[config.mk]
export PLATFORM = sky130hd
export DESIGN_NAME = seg7_scan_ctrl
export DESIGN_NICKNAME = d
export VERILOG_FILES = /design/src/rtl/seg7_scan_ctrl.sv
export SDC_FILE = /design/constraint.sdc
export NUM_CORES = 1
export LEC_CHECK = 0
export CAP_MARGIN = 20
export CORE_ASPECT_RATIO = 0.75
export CORE_MARGIN = 4
export CORE_UTILIZATION = 35
export DETAILED_ROUTE_END_ITERATION = 7
export SLEW_MARGIN = 20
export SYNTH_ARGS = -nofsm -noshare
export SYNTH_HDL_FRONTEND = slang
export SYNTH_SLANG_ARGS = --single-unit
[constraint.sdc]
create_clock -name i_clk -period 8.3 [get_ports i_clk]
set_input_delay 1.66 -clock i_clk [delete_from_list [all_inputs] [get_ports i_clk]]
set_output_delay 1.66 -clock i_clk [all_outputs]
set_load 0.01 [all_outputs]
[src/rtl/seg7_scan_ctrl.sv]
// Time-multiplexed 7-segment scan controller: sequences digit anodes with blank gaps,
// presents one frame-stable 4-bit code per digit and blinks masked digits.
module seg7_scan_ctrl #(
  parameter int NUM_DIGITS   = 8,
  parameter int DWELL_CYCLES = 1000,
  parameter int BLANK_CYCLES = 50,
  parameter int BLINK_FRAMES = 64
) (
  input  logic                    i_clk,
  input  logic                    i_reset,
  input  logic                    i_en,
  input  logic [4*NUM_DIGITS-1:0] i_digits_in,
  input  logic [NUM_DIGITS-1:0]   i_blink_mask,
  output logic [3:0]              o_hex_out,
  output logic [NUM_DIGITS-1:0]   o_anode_n,
  output logic                    o_frame_done
);

  localparam int CNT_MAX = (DWELL_CYCLES > BLANK_CYCLES) ? DWELL_CYCLES : BLANK_CYCLES;
  localparam int CNT_W   = (CNT_MAX > 1) ? $clog2(CNT_MAX) : 1;
  localparam int IDX_W   = $clog2(NUM_DIGITS);
  localparam int FRM_W   = $clog2(BLINK_FRAMES) + 1;

  localparam logic [CNT_W-1:0] DWELL_LAST = CNT_W'(DWELL_CYCLES - 1);
  localparam logic [CNT_W-1:0] BLANK_LAST = CNT_W'(BLANK_CYCLES - 1);
  localparam logic [IDX_W-1:0] IDX_LAST   = IDX_W'(NUM_DIGITS - 1);
  localparam logic [FRM_W-1:0] FRM_LAST   = FRM_W'(BLINK_FRAMES - 1);

  typedef enum logic {
    ST_BLANK = 1'b0,
    ST_SHOW  = 1'b1
  } state_t;

  state_t           r_state;
  logic [IDX_W-1:0] r_idx;
  logic [CNT_W-1:0] r_cnt;
  logic [FRM_W-1:0] r_frameCnt;
  logic             r_blinkPhase;
  logic [3:0]       r_snap [NUM_DIGITS];

  state_t                w_stateNext;
  logic [IDX_W-1:0]      w_idxNext;
  logic [CNT_W-1:0]      w_cntNext;
  logic                  w_frameEnd;
  logic                  w_capture;
  logic [3:0]            w_snapNext [NUM_DIGITS];
  logic [NUM_DIGITS-1:0] w_anodeNext;
  logic [3:0]            w_hexNext;
  logic                  w_frameDoneNext;

  always_ff @(posedge i_clk) begin
    if (i_reset) begin
      r_state <= ST_BLANK;
      r_idx   <= '0;
      r_cnt   <= '0;
    end else begin
      r_state <= w_stateNext;
      r_idx   <= w_idxNext;
      r_cnt   <= w_cntNext;
    end
  end

  // Outputs are computed from the next state so the registered outputs line up with it.
  always_comb begin
    w_stateNext     = r_state;
    w_idxNext       = r_idx;
    w_cntNext       = r_cnt + CNT_W'(1);
    w_frameEnd      = 1'b0;
    w_capture       = 1'b0;
    w_anodeNext     = '1;
    w_hexNext       = 4'hF;
    w_frameDoneNext = 1'b0;

    if (!i_en) begin
      w_stateNext = ST_BLANK;
      w_idxNext   = '0;
      w_cntNext   = '0;
    end else begin
      w_capture = (r_state == ST_BLANK) && (r_idx == '0) && (r_cnt == '0);
      case (r_state)
        ST_BLANK: begin
          if (r_cnt == BLANK_LAST) begin
            w_stateNext = ST_SHOW;
            w_cntNext   = '0;
          end
        end
        ST_SHOW: begin
          if (r_cnt == DWELL_LAST) begin
            w_stateNext = ST_BLANK;
            w_cntNext   = '0;
            w_idxNext   = (r_idx == IDX_LAST) ? '0 : r_idx + IDX_W'(1);
            w_frameEnd  = (r_idx == IDX_LAST);
          end
        end
        default: begin
          w_stateNext = ST_BLANK;
          w_idxNext   = '0;
          w_cntNext   = '0;
        end
      endcase
    end

    for (int k = 0; k < NUM_DIGITS; k++) begin
      w_snapNext[k] = w_capture ? i_digits_in[4*k +: 4] : r_snap[k];
    end

    if (w_stateNext == ST_SHOW) begin
      w_anodeNext[w_idxNext] = 1'b0;
      w_hexNext = (r_blinkPhase && i_blink_mask[w_idxNext]) ? 4'hF : w_snapNext[w_idxNext];
      w_frameDoneNext = (w_idxNext == IDX_LAST) && (w_cntNext == DWELL_LAST);
    end
  end

  // Whole-frame snapshot keeps a frame from mixing old and new digit values.
  always_ff @(posedge i_clk) begin
    if (i_reset) begin
      for (int k = 0; k < NUM_DIGITS; k++) begin
        r_snap[k] <= 4'hF;
      end
    end else begin
      for (int k = 0; k < NUM_DIGITS; k++) begin
        r_snap[k] <= w_snapNext[k];
      end
    end
  end

  always_ff @(posedge i_clk) begin
    if (i_reset) begin
      r_frameCnt   <= '0;
      r_blinkPhase <= 1'b0;
    end else if (w_frameEnd) begin
      if (r_frameCnt == FRM_LAST) begin
        r_frameCnt   <= '0;
        r_blinkPhase <= ~r_blinkPhase;
      end else begin
        r_frameCnt <= r_frameCnt + FRM_W'(1);
      end
    end
  end

  always_ff @(posedge i_clk) begin
    if (i_reset) begin
      o_anode_n    <= '1;
      o_hex_out    <= 4'hF;
      o_frame_done <= 1'b0;
    end else begin
      o_anode_n    <= w_anodeNext;
      o_hex_out    <= w_hexNext;
      o_frame_done <= w_frameDoneNext;
    end
  end

endmodule

==> PnR_summary.wiki, run 1 <==
{| class="wikitable"
! Metric !! Value
|-
| Status || completed
|-
| Detail Route Antenna Nets || 0
|-
| Estimated wirelength of the detail-placed design || 5.871 mm
|-
| Vias in the first global route || 2736
|-
| Type of the worst setup path || primary input to register
|-
| Total placed cells including tap cells || 531
|-
| Maximum number of pins on one net before global-route repair || 46
|-
| Max-slew headroom || 0.4003
|-
| Max Cap Viol || 0
|-
| GR Layer Usage met3 || 0.05230
|-
| Wire length of the first global-routing pass || 13.50 mm
|-
| Proportion of power drawn by flip-flops and latches || 0.441
|-
| Cell accounting for the most synthesized area || dfxtp_1
|-
| Number of port buffers || 55
|-
| Core box area || 9009 sq um
|-
| Count of routing violations after the opening detailed-route iteration || 135
|-
| Worst Skew || 0.005947 ns
|-
| FF-to-FF setup slack || 5.09 ns
|-
| Int Power || 602.3 uW
|-
| Time the worst path needs with I/O delays and setup || 4.394 ns
|-
| Rows || 30
|-
| Vias || 2786
|-
| Required time reported for the critical path endpoint || 8.51 ns
|-
| Netlist Area Pre-Place || 3226 sq um
|-
| R2R Path End || o_hex_out[2]
|-
| Routability congestion estimate || 0.7988
|-
| #FFs+latches synth || 67
|-
| Critical path destination || o_hex_out[1]
|-
| WP data arrival || 4.60 ns
|-
| Highest attainable clock frequency || 0.2276 GHz
|-
| Crit path max fanout || 22
|-
| Number of warning messages in the yosys log || 0
|-
| Ant. Diodes || 0
|-
| Fraction of met2 tracks used by global routing || 0.2284
|-
| CTS tree || done
|-
| Worst Setup End Kind || register
|-
| Syn Nets || 431
|-
| Yosys cell types || 50
|-
| Met1 usage || 0.2150
|-
| Count of flip-flops with a built-in enable after synthesis || 0
|-
| Detailed-routing iteration count for the pre-antenna-repair pass || 4
|-
| Buffers inserted by post-CTS timing repair || 0
|-
| Number of setup violations in the final report || 0
|-
| Largest vdd supply drop || 90.65 uV
|-
| Total clock buffers created by CTS || 9
|-
| Wire length per cell || 14.66 microns
|-
| Min-Delay Path Class || register to register
|-
| Final Non-Filler Cells || 547
|-
| Number of filler instances in the final layout || 893
|-
| Count of H-tree levels built during CTS || 3
|-
| Die Area || 10830 sq um
|-
| Fraction of power consumed by the clock network || 0.472
|-
| Sequential fraction of the synthesis area || 0.4158
|-
| Final critical-path share of the clock period || 0.5293
|-
| Setup TNS after final layout || 0 ns
|-
| Count of endpoints failing hold in the final timing report || 0
|-
| Setup crit start || i_en
|-
| Switching component of the power || 178.2 uW
|-
| Clk Latency, worst-skew pair || 0.33 ns
|-
| Clock transition time at the flip-flop clock pins of the worst setup and hold paths || 0.06 ns
|-
| Top-area cell type share of the netlist area || 0.4158
|-
| Worst-margin pin slew || 0.8986 ns
|-
| Antenna violations before repair || 0
|-
| Ratio of routed vias to standard cells || 5.093
|-
| Sw frac || 0.2283
|-
| Width of the chip || 118.9 microns
|-
| Async S/R FF share, synth || 0
|-
| Post-Syn Instances || 381
|-
| Starting utilization of the core area || 0.3581
|-
| Detailed Route WL || 8.021 mm
|-
| P_leak || 0.001683 uW
|-
| Share of layout cells above drive strength 1 || 0.06897
|-
| DRC || 0
|-
| Maximum clock insertion buffer count || 2
|-
| R2r worst-path depth || 6
|-
| Setup repair after global routing missed its margin || no
|-
| PD cells || 188.6 nW/um^2
|-
| Mean post-synth cell area || 8.466 sq um
|-
| Combinational share of power || 0.087
|-
| Layout-stage area growth over the synthesis result || 28.32%
|-
| Number of sinks driven by the clock tree || 67
|-
| Quantity of hold-fixing buffers added after cts || 0
|-
| Gr busiest metal || met2
|-
| Main synth FF type || dfxtp_1
|-
| Num ports || 56
|-
| Die H || 91.14 microns
|-
| R2r startpoint || r_cnt[4]
|-
| Area of the multi-input gates || 1753 sq um
|-
| Startpoint Class || primary input
|-
| Sum of overflow across all layers after global routing || 0
|-
| Count of pins over their slew limit || 0
|-
| Net count of the finished layout || 480
|-
| Number of resized instances in the post-cts repair step || 0
|-
| Root buf cell || clkbuf_16
|-
| Aggregate global-route resource usage || 0.1574
|-
| FF/Latch Area || 1341 sq um
|-
| Ranking of synthesized cells by area || dfxtp_1 (42%), nand2_1 (9.4%), nand3b_1 (8.1%)
|}
-- metal layers --
| layer | part of all wire | routed length, microns |
|---|---|---|
| met5 | 0 | 0 |
| met3 | 0.053 | 428 |
| met1 | 0.51 | 4109 |
| met4 | 0.015 | 122 |
| met2 | 0.42 | 3360 |
-- stage by stage --
stage                     area [sq um]  hold WS (ns)  power (uW)  setup slack, ns  utilization
after floorplan                   3226        0.4340       386.0            4.649            -
after global placement            3845        0.4570       418.7            3.630       0.4268
after detailed placement          3845        0.4576       419.3            3.581       0.4268
after CTS                         4139        0.4745       794.2            3.931       0.4594
after global routing              4139        0.4978       815.2            3.743       0.4594
final                             4139        0.4693       780.5            3.906       0.4594
-- power groups by stage --
| stage | clock, uW | combinational, uW | sequential [uW] |
|---|---|---|---|
| floorplan | 0 | 38.2 | 348 |
| global placement | 0 | 67.2 | 351 |
| detailed placement | 0 | 68.6 | 351 |
| CTS | 381 | 68.8 | 344 |
| global route | 393 | 76.9 | 345 |
| finish | 368 | 68.0 | 344 |
-- cell type report --
cell class / count / share of cell area
multi-input combinational: 284 / 0.4235
sequential: 67 / 0.3241
timing repair buffer: 58 / 0.1385
clock buffer: 9 / 0.05441
tap: 112 / 0.03386
clock inverter: 7 / 0.01663
inverter: 10 / 0.009069
-- cells by family after synthesis --
family | after synthesis | share of synthesized area
simple gates | 199 | 0.3359
mux | 16 | 0.05042
buf+inv | 30 | 0.04073
fa+ha+maj | 7 | 0.02715
compound gates | 49 | 0.09465
flops | 67 | 0.4158
xor+xnor | 13 | 0.03530
-- worst max-delay path: stages --
cell             delay (ns)
clkdlybuf4s50_1        0.95
or3b_1                 0.48
or4_4                  0.49
and3_4                 0.20
o31a_1                 0.24
nand4_2                0.14
or4b_1                 0.44
-- placed cells by master (no fill, tap or decap), types with 3 or more instances in the layout --
cell type        instances
nand2b_1                 5
clkdlybuf4s50_1         55
o31a_1                   3
nand2_1                 81
nor4_1                   3
mux2i_1                 14
xor2_1                   6
o32ai_1                  3
xnor2_1                  7
or4b_1                   4
inv_1                   10
clkinv_2                 3
nand3b_1                35
o22ai_1                  4
ha_1                     7
nor3_1                   5
a21oi_1                 12
clkbuf_16                9
buf_4                    3
nor2_1                  24
dfxtp_1                 67
or3_1                    4
o21ai_0                 17
nand4_1                  6
nand3_1                 12
and3_1                   4
-- Yosys cell counts, drive strengths merged, types with 8 or more instances --
| library cell | count |
|---|---|
| nand2 | 81 |
| dfxtp | 67 |
| nand3b | 35 |
| nor2 | 25 |
| o21ai | 17 |
| mux2i | 14 |
| clkbuf | 13 |
| a21oi | 12 |
| nand3 | 12 |
| inv | 10 |
| nand4 | 8 |
-- flip-flops by register name (all words and copies together), names as in the netlist --
signal	flops
o_anode_n	8
o_frame_done	1
o_hex_out	4
r_blinkPhase	1
r_cnt	10
r_frameCnt	7
r_idx	3
r_snap	32
r_state	1
-- how the worst min path moves through the flow --
stage	startpoint	to	slack (ns)	depth (start not counted)
3_3_place_gp	r_snap[1][15]	r_snap[1][15]	0.46	2
4_1_cts	r_snap[1][2]	r_snap[1][2]	0.47	2
5_1_grt	r_snap[1][4]	r_snap[1][4]	0.50	2
2_1_floorplan	r_snap[0][14]	r_snap[0][14]	0.43	2
3_5_place_dp	r_snap[1][2]	r_snap[1][2]	0.46	2
6_report	r_snap[1][2]	r_snap[1][2]	0.47	2
No activity file was read; power rests on OpenSTA's default activity.
==> run 2, diff against run 1 <==
==> constraint.sdc (replaced) <==
create_clock -name i_clk -period 3.65 [get_ports i_clk]
set_input_delay 0.73 -clock i_clk [delete_from_list [all_inputs] [get_ports i_clk]]
set_output_delay 0.73 -clock i_clk [all_outputs]
set_load 0.01 [all_outputs]
==> PnR_summary.wiki, run 2 (synthesis results as in run 1) <==
{| class="wikitable"
! Metric !! Value
|-
| Status || completed
|-
| Count of endpoints failing hold in the final timing report || 0
|-
| R2r startpoint || r_cnt[0]
|-
| Max FFs per register || 32
|-
| Aggregate global-route resource usage || 0.1536
|-
| Number of setup violations in the final report || 0
|-
| Crit path max fanout || 8
|-
| Most used cells in the layout excluding fill and tap cells || nand2_1 (81), dfxtp_1 (67), clkdlybuf4s50_1 (55)
|-
| Total cell area at the placement stage || 3905 sq um
|-
| Root buf cell || clkbuf_16
|-
| Worst path setup slack after routing || 0.6487 ns
|-
| WP data arrival || 3.20 ns
|-
| Ratio of routed vias to standard cells || 5.080
|-
| Setup TNS after final layout || 0 ns
|-
| Required time reported for the critical path endpoint || 3.85 ns
|-
| Width of the chip || 118.9 microns
|-
| Detail Route Antenna Nets || 0
|-
| Clock transition time at the flip-flop clock pins of the worst setup and hold paths || 0.05 ns
|-
| Final-layout worst hold slack || 0.4634 ns
|-
| Starting utilization of the core area || 0.3581
|-
| Net count of the finished layout || 488
|-
| Detailed-routing iteration count for the pre-antenna-repair pass || 4
|-
| Total clock buffers created by CTS || 9
|-
| Type of the worst setup path || primary input to register
|-
| Area of the multi-input gates || 1753 sq um
|-
| Largest vdd supply drop || 263.9 uV
|-
| Buffers inserted by post-CTS timing repair || 0
|-
| Maximum clock insertion buffer count || 2
|-
| Placement-stage worst setup slack || 0.3181 ns
|-
| P_leak || 0.001701 uW
|-
| Count of pins over their slew limit || 0
|-
| PD cells || 406.2 nW/um^2
|-
| Number of port buffers || 55
|-
| Min-Delay Path Class || register to register
|-
| Clk Latency, worst-skew pair || 0.33 ns
|-
| Final cell area excluding filler cells || 4155 sq um
|-
| Time the worst path needs with I/O delays and setup || 3.001 ns
|-
| Number of sinks driven by the clock tree || 67
|-
| Max Cap Viol || 0
|-
| Vias in the first global route || 2802
|-
| CTS tree || done
|-
| FF/Latch Area || 1341 sq um
|-
| Count of routing violations after the opening detailed-route iteration || 198
|-
| Estimated wirelength of the detail-placed design || 6.032 mm
|-
| Startpoint Class || primary input
|-
| Detailed Route WL || 8.095 mm
|-
| Setup repair after global routing missed its margin || no
|-
| Wire length of the first global-routing pass || 13.59 mm
|-
| Ant. Diodes || 0
|-
| Antenna violations before repair || 0
|-
| Final Non-Filler Cells || 553
|-
| Worst Setup End Kind || register
|-
| Die H || 91.14 microns
|-
| R2r worst-path depth || 8
|-
| R2R Path End || o_hex_out[0]
|-
| FF-to-FF setup slack || 0.69 ns
|-
| Total placed cells including tap cells || 539
|-
| Registers with the most flip-flops || r_snap x32, r_cnt x10, o_anode_n x8
|-
| Routability congestion estimate || 0.8597
|-
| Highest attainable clock frequency || 0.3332 GHz
|-
| Quantity of hold-fixing buffers added after cts || 0
|-
| Register with the highest flop count || r_snap
|-
| Worst-margin pin slew || 1.013 ns
|-
| Count of H-tree levels built during CTS || 3
|-
| Number of filler instances in the final layout || 903
|-
| Final critical-path share of the clock period || 0.8223
|-
| Core box area || 9009 sq um
|-
| Hold path start || r_snap[1][2]
|-
| Hold path cells || 2
|-
| Num ports || 56
|-
| Max-slew headroom || 0.3189
|-
| Worst Skew || 0.007228 ns
|-
| DRC || 0
|-
| Most common cell after layout, fill and taps aside || nand2_1
|-
| Vias || 2809
|-
| Die Area || 10830 sq um
|-
| Maximum number of pins on one net before global-route repair || 45
|-
| Rows || 30
|-
| Layout-stage area growth over the synthesis result || 28.82%
|-
| Worst Hold End || r_snap[1][2]
|-
| Number of resized instances in the post-cts repair step || 0
|-
| Sum of overflow across all layers after global routing || 0
|-
| Share of layout cells above drive strength 1 || 0.07710
|-
| Wire length per cell || 14.64 microns
|}
run 2: stage by stage:
step	total power, uW	util
4_1_cts	1702	0.4613
5_1_grt	1755	0.4613
3_3_place_gp	956.8	0.4335
6_report	1688	0.4613
3_5_place_dp	958.9	0.4335
2_1_floorplan	877.7	-
run 2: how the worst max path moves through the flow:
stage               startpoint           end  slack (ns)  cells past startpoint
floorplan             r_idx[0]  o_hex_out[0]        0.91                      9
global placement          i_en  o_hex_out[0]        0.37                      7
detailed placement        i_en  o_hex_out[3]        0.32                      7
CTS                       i_en  o_hex_out[3]        0.65                      7
global route          r_cnt[0]  o_hex_out[2]        0.47                      8
finish                    i_en  o_hex_out[0]        0.65                      7
run 2: critical path, stage by stage:
cell and delay [ns]:
clkdlybuf4s50_1 0.53, or3b_1 0.42, or4_4 0.50, and3_4 0.21
o31a_1 0.24, nand4_2 0.13, or4b_1 0.45
run 2: layout make-up:
type / count / share of cell area
clock inverters: 3 / 0.004216
repair buffers: 66 / 0.1524
clock buffers: 11 / 0.05601
well taps: 112 / 0.03372
inverters: 10 / 0.009033
flip-flops and latches: 67 / 0.3228
multi-input cells: 284 / 0.4219
run 2: report_power, final:
part           internal (uW)  switching [uW]
Sequential               764            18.0
Clock                    449             296
Combinational           85.9            74.9
run 2: per-layer routing:
layer / up-vias / GRT usage / wire length, microns
li1: 1439 / - / -
met1: 1296 / 0.2151 / 4129
met5: - / 0 / 0
met3: 12 / 0.04296 / 401
met2: 62 / 0.2364 / 3487
met4: 0 / 0.03182 / 77
==> run 3, diff against run 2 <==
==> constraint.sdc (replaced) <==
create_clock -name i_clk -period 2.8 [get_ports i_clk]
set_input_delay 0.56 -clock i_clk [delete_from_list [all_inputs] [get_ports i_clk]]
set_output_delay 0.56 -clock i_clk [all_outputs]
set_load 0.01 [all_outputs]
==> PnR_summary.wiki, run 3 (synthesis results as in run 1) <==
{| class="wikitable"
! Metric !! Value
|-
| Int Power || 1841 uW
|-
| Startpoint Class || register
|-
| Sum of overflow across all layers after global routing || 0
|-
| Count of pins over their slew limit || 0
|-
| Quantity of hold-fixing buffers added after cts || 0
|-
| Net count of the finished layout || 510
|-
| Highest attainable clock frequency || 0.3732 GHz
|-
| Detail Route Antenna Nets || 0
|-
| FF/Latch Area || 1341 sq um
|-
| Rows || 30
|-
| Die H || 91.14 microns
|-
| Time the worst path needs with I/O delays and setup || 2.679 ns
|-
| Fraction of power consumed by the clock network || 0.479
|-
| Clk Latency, worst-skew pair || 0.34 ns
|-
| Maximum clock insertion buffer count || 2
|-
| Ant. Diodes || 0
|-
| Worst-margin pin slew || 0.5828 ns
|-
| Switching component of the power || 528.1 uW
|-
| Worst path setup slack after routing || 0.1207 ns
|-
| Max FFs per register || 32
|-
| Root buf cell || clkbuf_16
|-
| Aggregate global-route resource usage || 0.1647
|-
| CTS tree || done
|-
| Final critical-path share of the clock period || 0.9569
|-
| Registers with the most flip-flops || r_snap x32, r_cnt x10, o_anode_n x8
|-
| Total clock buffers created by CTS || 9
|-
| Most common cell after layout, fill and taps aside || nand2_1
|-
| Buffers inserted by post-CTS timing repair || 0
|-
| Longest individual stage delay on the worst path || 0.52 ns
|-
| Wire length of the first global-routing pass || 14.35 mm
|-
| Width of the chip || 118.9 microns
|-
| Type of the worst setup path || register to register
|-
| Placement-stage worst setup slack || -0.3163 ns
|-
| Maximum number of pins on one net before global-route repair || 45
|-
| Share of layout cells above drive strength 1 || 0.1358
|-
| Number of filler instances in the final layout || 878
|-
| Wire length per cell || 14.80 microns
|-
| Max Cap Viol || 0
|-
| Die Area || 10830 sq um
|-
| Layout-stage area growth over the synthesis result || 37.01%
|-
| Number of port buffers || 55
|-
| Proportion of power drawn by flip-flops and latches || 0.430
|-
| PD cells || 536.2 nW/um^2
|-
| Ratio of routed vias to standard cells || 5.045
|-
| P_leak || 0.001851 uW
|-
| Required time reported for the critical path endpoint || 3.01 ns
|-
| Detailed Route WL || 8.522 mm
|-
| Count of routing violations after the opening detailed-route iteration || 145
|-
| Count of H-tree levels built during CTS || 3
|-
| Number of setup violations in the final report || 0
|-
| Max-slew headroom || 0.6003
|-
| Vias in the first global route || 2990
|-
| Area of the multi-input gates || 1772 sq um
|-
| Num ports || 56
|-
| Detailed-routing iteration count for the pre-antenna-repair pass || 4
|-
| Setup repair after global routing missed its margin || no
|-
| Worst Skew || 0.008064 ns
|-
| Min-Delay Path Class || register to register
|-
| Most used cells in the layout excluding fill and tap cells || nand2_1 (81), dfxtp_1 (67), clkdlybuf4s50_1 (54)
|-
| Clock transition time at the flip-flop clock pins of the worst setup and hold paths || 0.05 ns
|-
| Antenna violations before repair || 0
|-
| Combinational share of power || 0.091
|-
| Worst Setup End Kind || register
|-
| Largest vdd supply drop || 263.7 uV
|-
| Register with the highest flop count || r_snap
|-
| Routability congestion estimate || 0.8931
|-
| Vias || 2906
|-
| Number of resized instances in the post-cts repair step || 0
|-
| Status || completed
|-
| WP data arrival || 2.89 ns
|-
| Estimated wirelength of the detail-placed design || 6.331 mm
|-
| Library cell contributing the largest single delay on the critical path || or4b_1
|-
| Crit path max fanout || 7
|-
| DRC || 0
|-
| Total placed cells including tap cells || 561
|-
| Final Core Density || 0.4906
|-
| Core box area || 9009 sq um
|-
| Starting utilization of the core area || 0.3581
|-
| Sw frac || 0.2229
|-
| Final Non-Filler Cells || 576
|-
| Number of sinks driven by the clock tree || 67
|-
| Cell chain of the critical path || ha_1 -> ha_2 -> or3b_4 -> or4_4 -> buf_4 -> nand3_1 -> a211o_1 -> o2111ai_1 -> or4b_1
|-
| Count of endpoints failing hold in the final timing report || 0
|}
[run 3: cell count changes in the layout (fill, tap and decap cells not counted), sizes merged]
cell           change
clkinvlp           +1
buf               +22
dlymetal6s2s       +1
clkinv             -1
clkdlybuf4s50      -1
bufinv             +1
[run 3: worst paths after layout]
kind	startpoint	to	slack, ns	cells past startpoint
worst min-delay path	r_snap[1][2]	r_snap[1][2]	0.47	2
worst max-delay path	r_idx[0]	o_hex_out[2]	0.12	9
worst max register to register	r_idx[0]	o_hex_out[2]	0.12	9
worst min register to register	r_snap[1][2]	r_snap[1][2]	0.47	2
[run 3: area by class of cell]
cell class                 count  share of cell area
clock buffer                  11             0.05719
clock inverter                 4             0.01133
inverter                      10            0.008494
multi-input combinational    284              0.4009
sequential                    67              0.3035
tap                          112             0.03171
timing repair buffer          88              0.1869
[run 3: layer usage]
layer / vias to the layer above / share of wire / global-route usage
met5: - / 0 / 0
met4: 0 / 0.022 / 0.07425
met3: 16 / 0.047 / 0.05417
met2: 73 / 0.43 / 0.2392
met1: 1332 / 0.50 / 0.2215
li1: 1485 / - / -
[run 3: worst max-delay path: cells and delay by family (launching register included)]
kind | cells | cell delay, ns
AOI/OAI and AO/OA | 2 | 0.26
adders and majority gates | 2 | 0.40
buffers and inverters | 1 | 0.18
DFF | 1 | 0.31
and+or+nand+nor | 4 | 1.41
[run 3: power by group through the flow]
stage	Sequential (uW)	Combinational [uW]	Clock, uW
2_1_floorplan	1030	113	0
3_3_place_gp	1040	211	0
3_5_place_dp	1040	216	0
4_1_cts	1020	217	1170
5_1_grt	1020	243	1200
6_report	1020	216	1130
[run 3: through the flow]
| step | setup TNS, ns | power (uW) | hold slack (ns) | area (sq um) |
|---|---|---|---|---|
| 2_1_floorplan | 0 | 1144 | 0.4340 | 3226 |
| 3_3_place_gp | -1.030 | 1250 | 0.4475 | 4095 |
| 3_5_place_dp | -1.238 | 1254 | 0.4568 | 4095 |
| 4_1_cts | 0 | 2403 | 0.4733 | 4398 |
| 5_1_grt | 0 | 2470 | 0.4826 | 4419 |
| 6_report | 0 | 2369 | 0.4723 | 4419 |
==> RTL edit, RTL diff (settings of run 2) <==
Compare `r_frameCnt` against `FRM_LAST` with >= in place of ==.
--- a/src/rtl/seg7_scan_ctrl.sv
+++ b/src/rtl/seg7_scan_ctrl.sv
@@ -129,7 +129,7 @@
       r_frameCnt   <= '0;
       r_blinkPhase <= 1'b0;
     end else if (w_frameEnd) begin
-      if (r_frameCnt == FRM_LAST) begin
+      if (r_frameCnt >= FRM_LAST) begin
         r_frameCnt   <= '0;
         r_blinkPhase <= ~r_blinkPhase;
       end else begin
Behaviour: same outputs for any inputs over 10 cycles, from zero or initial values and one cycle with i_reset high; that may be too few to reach the edited logic, so the function may still have changed.
==> RTL edit against run 2 <==
Routed wire length is 2.7% lower. Sequential cell count unchanged. Power rose by 5.6%. Core utilization grew 0.29 points. Synthesized area up 0.58%. First-iteration DRC count shrank 18%. Clock skew down 0.80 ps. Critical path depth is the same. Register-to-register slack better by 180 ps. Sequential share of layout area decreased by 0.34 points. Cell area grew 1.1%. Worst setup slack better by 92 ps. Die area grew 0.54%.
==> RTL edit: results (changes against run 2) <==
vias in the first global route 2634 (-6.0%); Skew-Pair Late Insertion Delay 330 ps (about the same); # clk buffers 9 (-2); R2R Setup Slk 870 ps (+180 ps); status finished clean; Worst Tran Pin Value 826.5 ps (-186.5 ps); LEAKAGE 1.639 nW (-3.6%); Worst Skew 6.425 ps (-0.8032 ps); inverter count 16 (+6); hold path startpoint r_snap[0][15]$_SDFF_PP1_; Reg clk slew, reported paths ~60 ps; Buffers excl. clock 60 (-9.1%); buffer share of cell area 14.30% (-0.93 points); Multi-input gate area 1744 µm² (-0.50%); Via-to-Cell Ratio 5.021 (-1.2%); Main synth FF type dfxtp_1; share of layout cells above drive strength 1 8.333% (+0.62 points); Setup crit end o_frame_done$_SDFF_PP0_; Peak VDD IR 165.1 µV (-37%); register area share after synthesis 41.34% (-0.24 points); Reg area 1341 µm² (unchanged); Total GRT Usage 15.29% (-0.069 points); maximum fanout along the worst path 16 (+8); sequential cell count 67 (unchanged); Final #Nets 454 (-7.0%); largest cells by area after synthesis dfxtp_1, mux2i_1, nand2b_1; Final HPWL DP 5.669 mm (-6.0%); Yosys Warn Count 0 (unchanged); synth unique cells 48 (-4.0%); FILL cells 847 (-6.2%); largest net degree at the start of global routing 45 (unchanged); cell family with most CP delay simple AND/OR/NAND/NOR gates; worst r2r dst o_hex_out[2]$_SDFF_PP1_; clk root buf clkbuf_16; Placer Congestion 0.8035 (-6.5%); Async S/R FF share, synth 0% (unchanged); Top Registers r_snap: 32 flops, r_cnt: 10 flops, o_anode_n: 8 flops; Port Buffer Count 55 (unchanged); final wirelength 7.876 mm (-2.7%); number of antenna diodes 0 (unchanged); crit-path max cell delay 690 ps (+160 ps); list of most frequent post-synthesis cells dfxtp_1, nand2_1, nor2_1; Syn Nets 403 (-6.5%); reg-to-reg startpoint r_cnt[0]$_SDFF_PP0_; Detailed Routing Iterations Pass 1 6 (+2); count of multi-input gates 250 (-12%); worst r2r path cells 7 (-1); Max Root-Sink Buffers 2 (unchanged); Starting DRT DRC Count 162 (-18%); WP data arrival 3140 ps (-60 ps); first-pass GRT wire length 13.32 mm (-2.0%); Hold Crit Class reg2reg; final-layout clock-cell area share 6.973% (+0.95 points)
RTL edit: cells by family after synthesis:
group / share of synthesized area [%]
compound gates: 9.642
simple gates: 26.49
mux: 11.42
xor+xnor: 3.509
fa+ha+maj: 2.699
buf+inv: 4.898
flops: 41.34
RTL edit: where the power goes:
group          total, mW  internal, mW  switching, mW  leakage [nW]
logic              0.164        0.0936         0.0708         0.954
clock network      0.852         0.525          0.326         0.137
registers          0.767         0.758        0.00878         0.547
total               1.78          1.38          0.406          1.64
RTL edit: how the worst min path moves through the flow:
stage,depth (start not counted),to,slack [ps]
CTS,1,r_snap[0][15]$_SDFF_PP1_,460
detailed placement,1,r_snap[0][15]$_SDFF_PP1_,450
global placement,1,r_snap[0][3]$_SDFF_PP1_,440
finish,1,r_snap[0][15]$_SDFF_PP1_,460
floorplan,1,r_snap[0][11]$_SDFF_PP1_,430
global route,1,r_snap[0][11]$_SDFF_PP1_,480
RTL edit: metrics by stage:
step           std cells  area, µm²  hold WS (ps)  setup slack [ps]  util [%]
2_1_floorplan        353       3244         430.0              1392         -
3_3_place_gp         521       3906         439.9             668.8     43.18
3_5_place_dp         521       3906         450.1             478.4     43.18
4_1_cts              536       4199         462.9             780.9     46.42
5_1_grt              536       4199         476.7             532.1     46.42
6_report             536       4199         458.8             740.3     46.42
RTL edit: per-layer routing:
layer / GRT usage, % / routed length, µm / vias to the layer above / share of wire (%)
li1: - / - / 1337 / -
met3: 4.795 / 491 / 7 / 6.2
met5: 0 / 0 / - / 0
met2: 21.96 / 3218 / 94 / 41
met4: 4.629 / 97 / 0 / 1.2
met1: 21.74 / 4070 / 1253 / 52
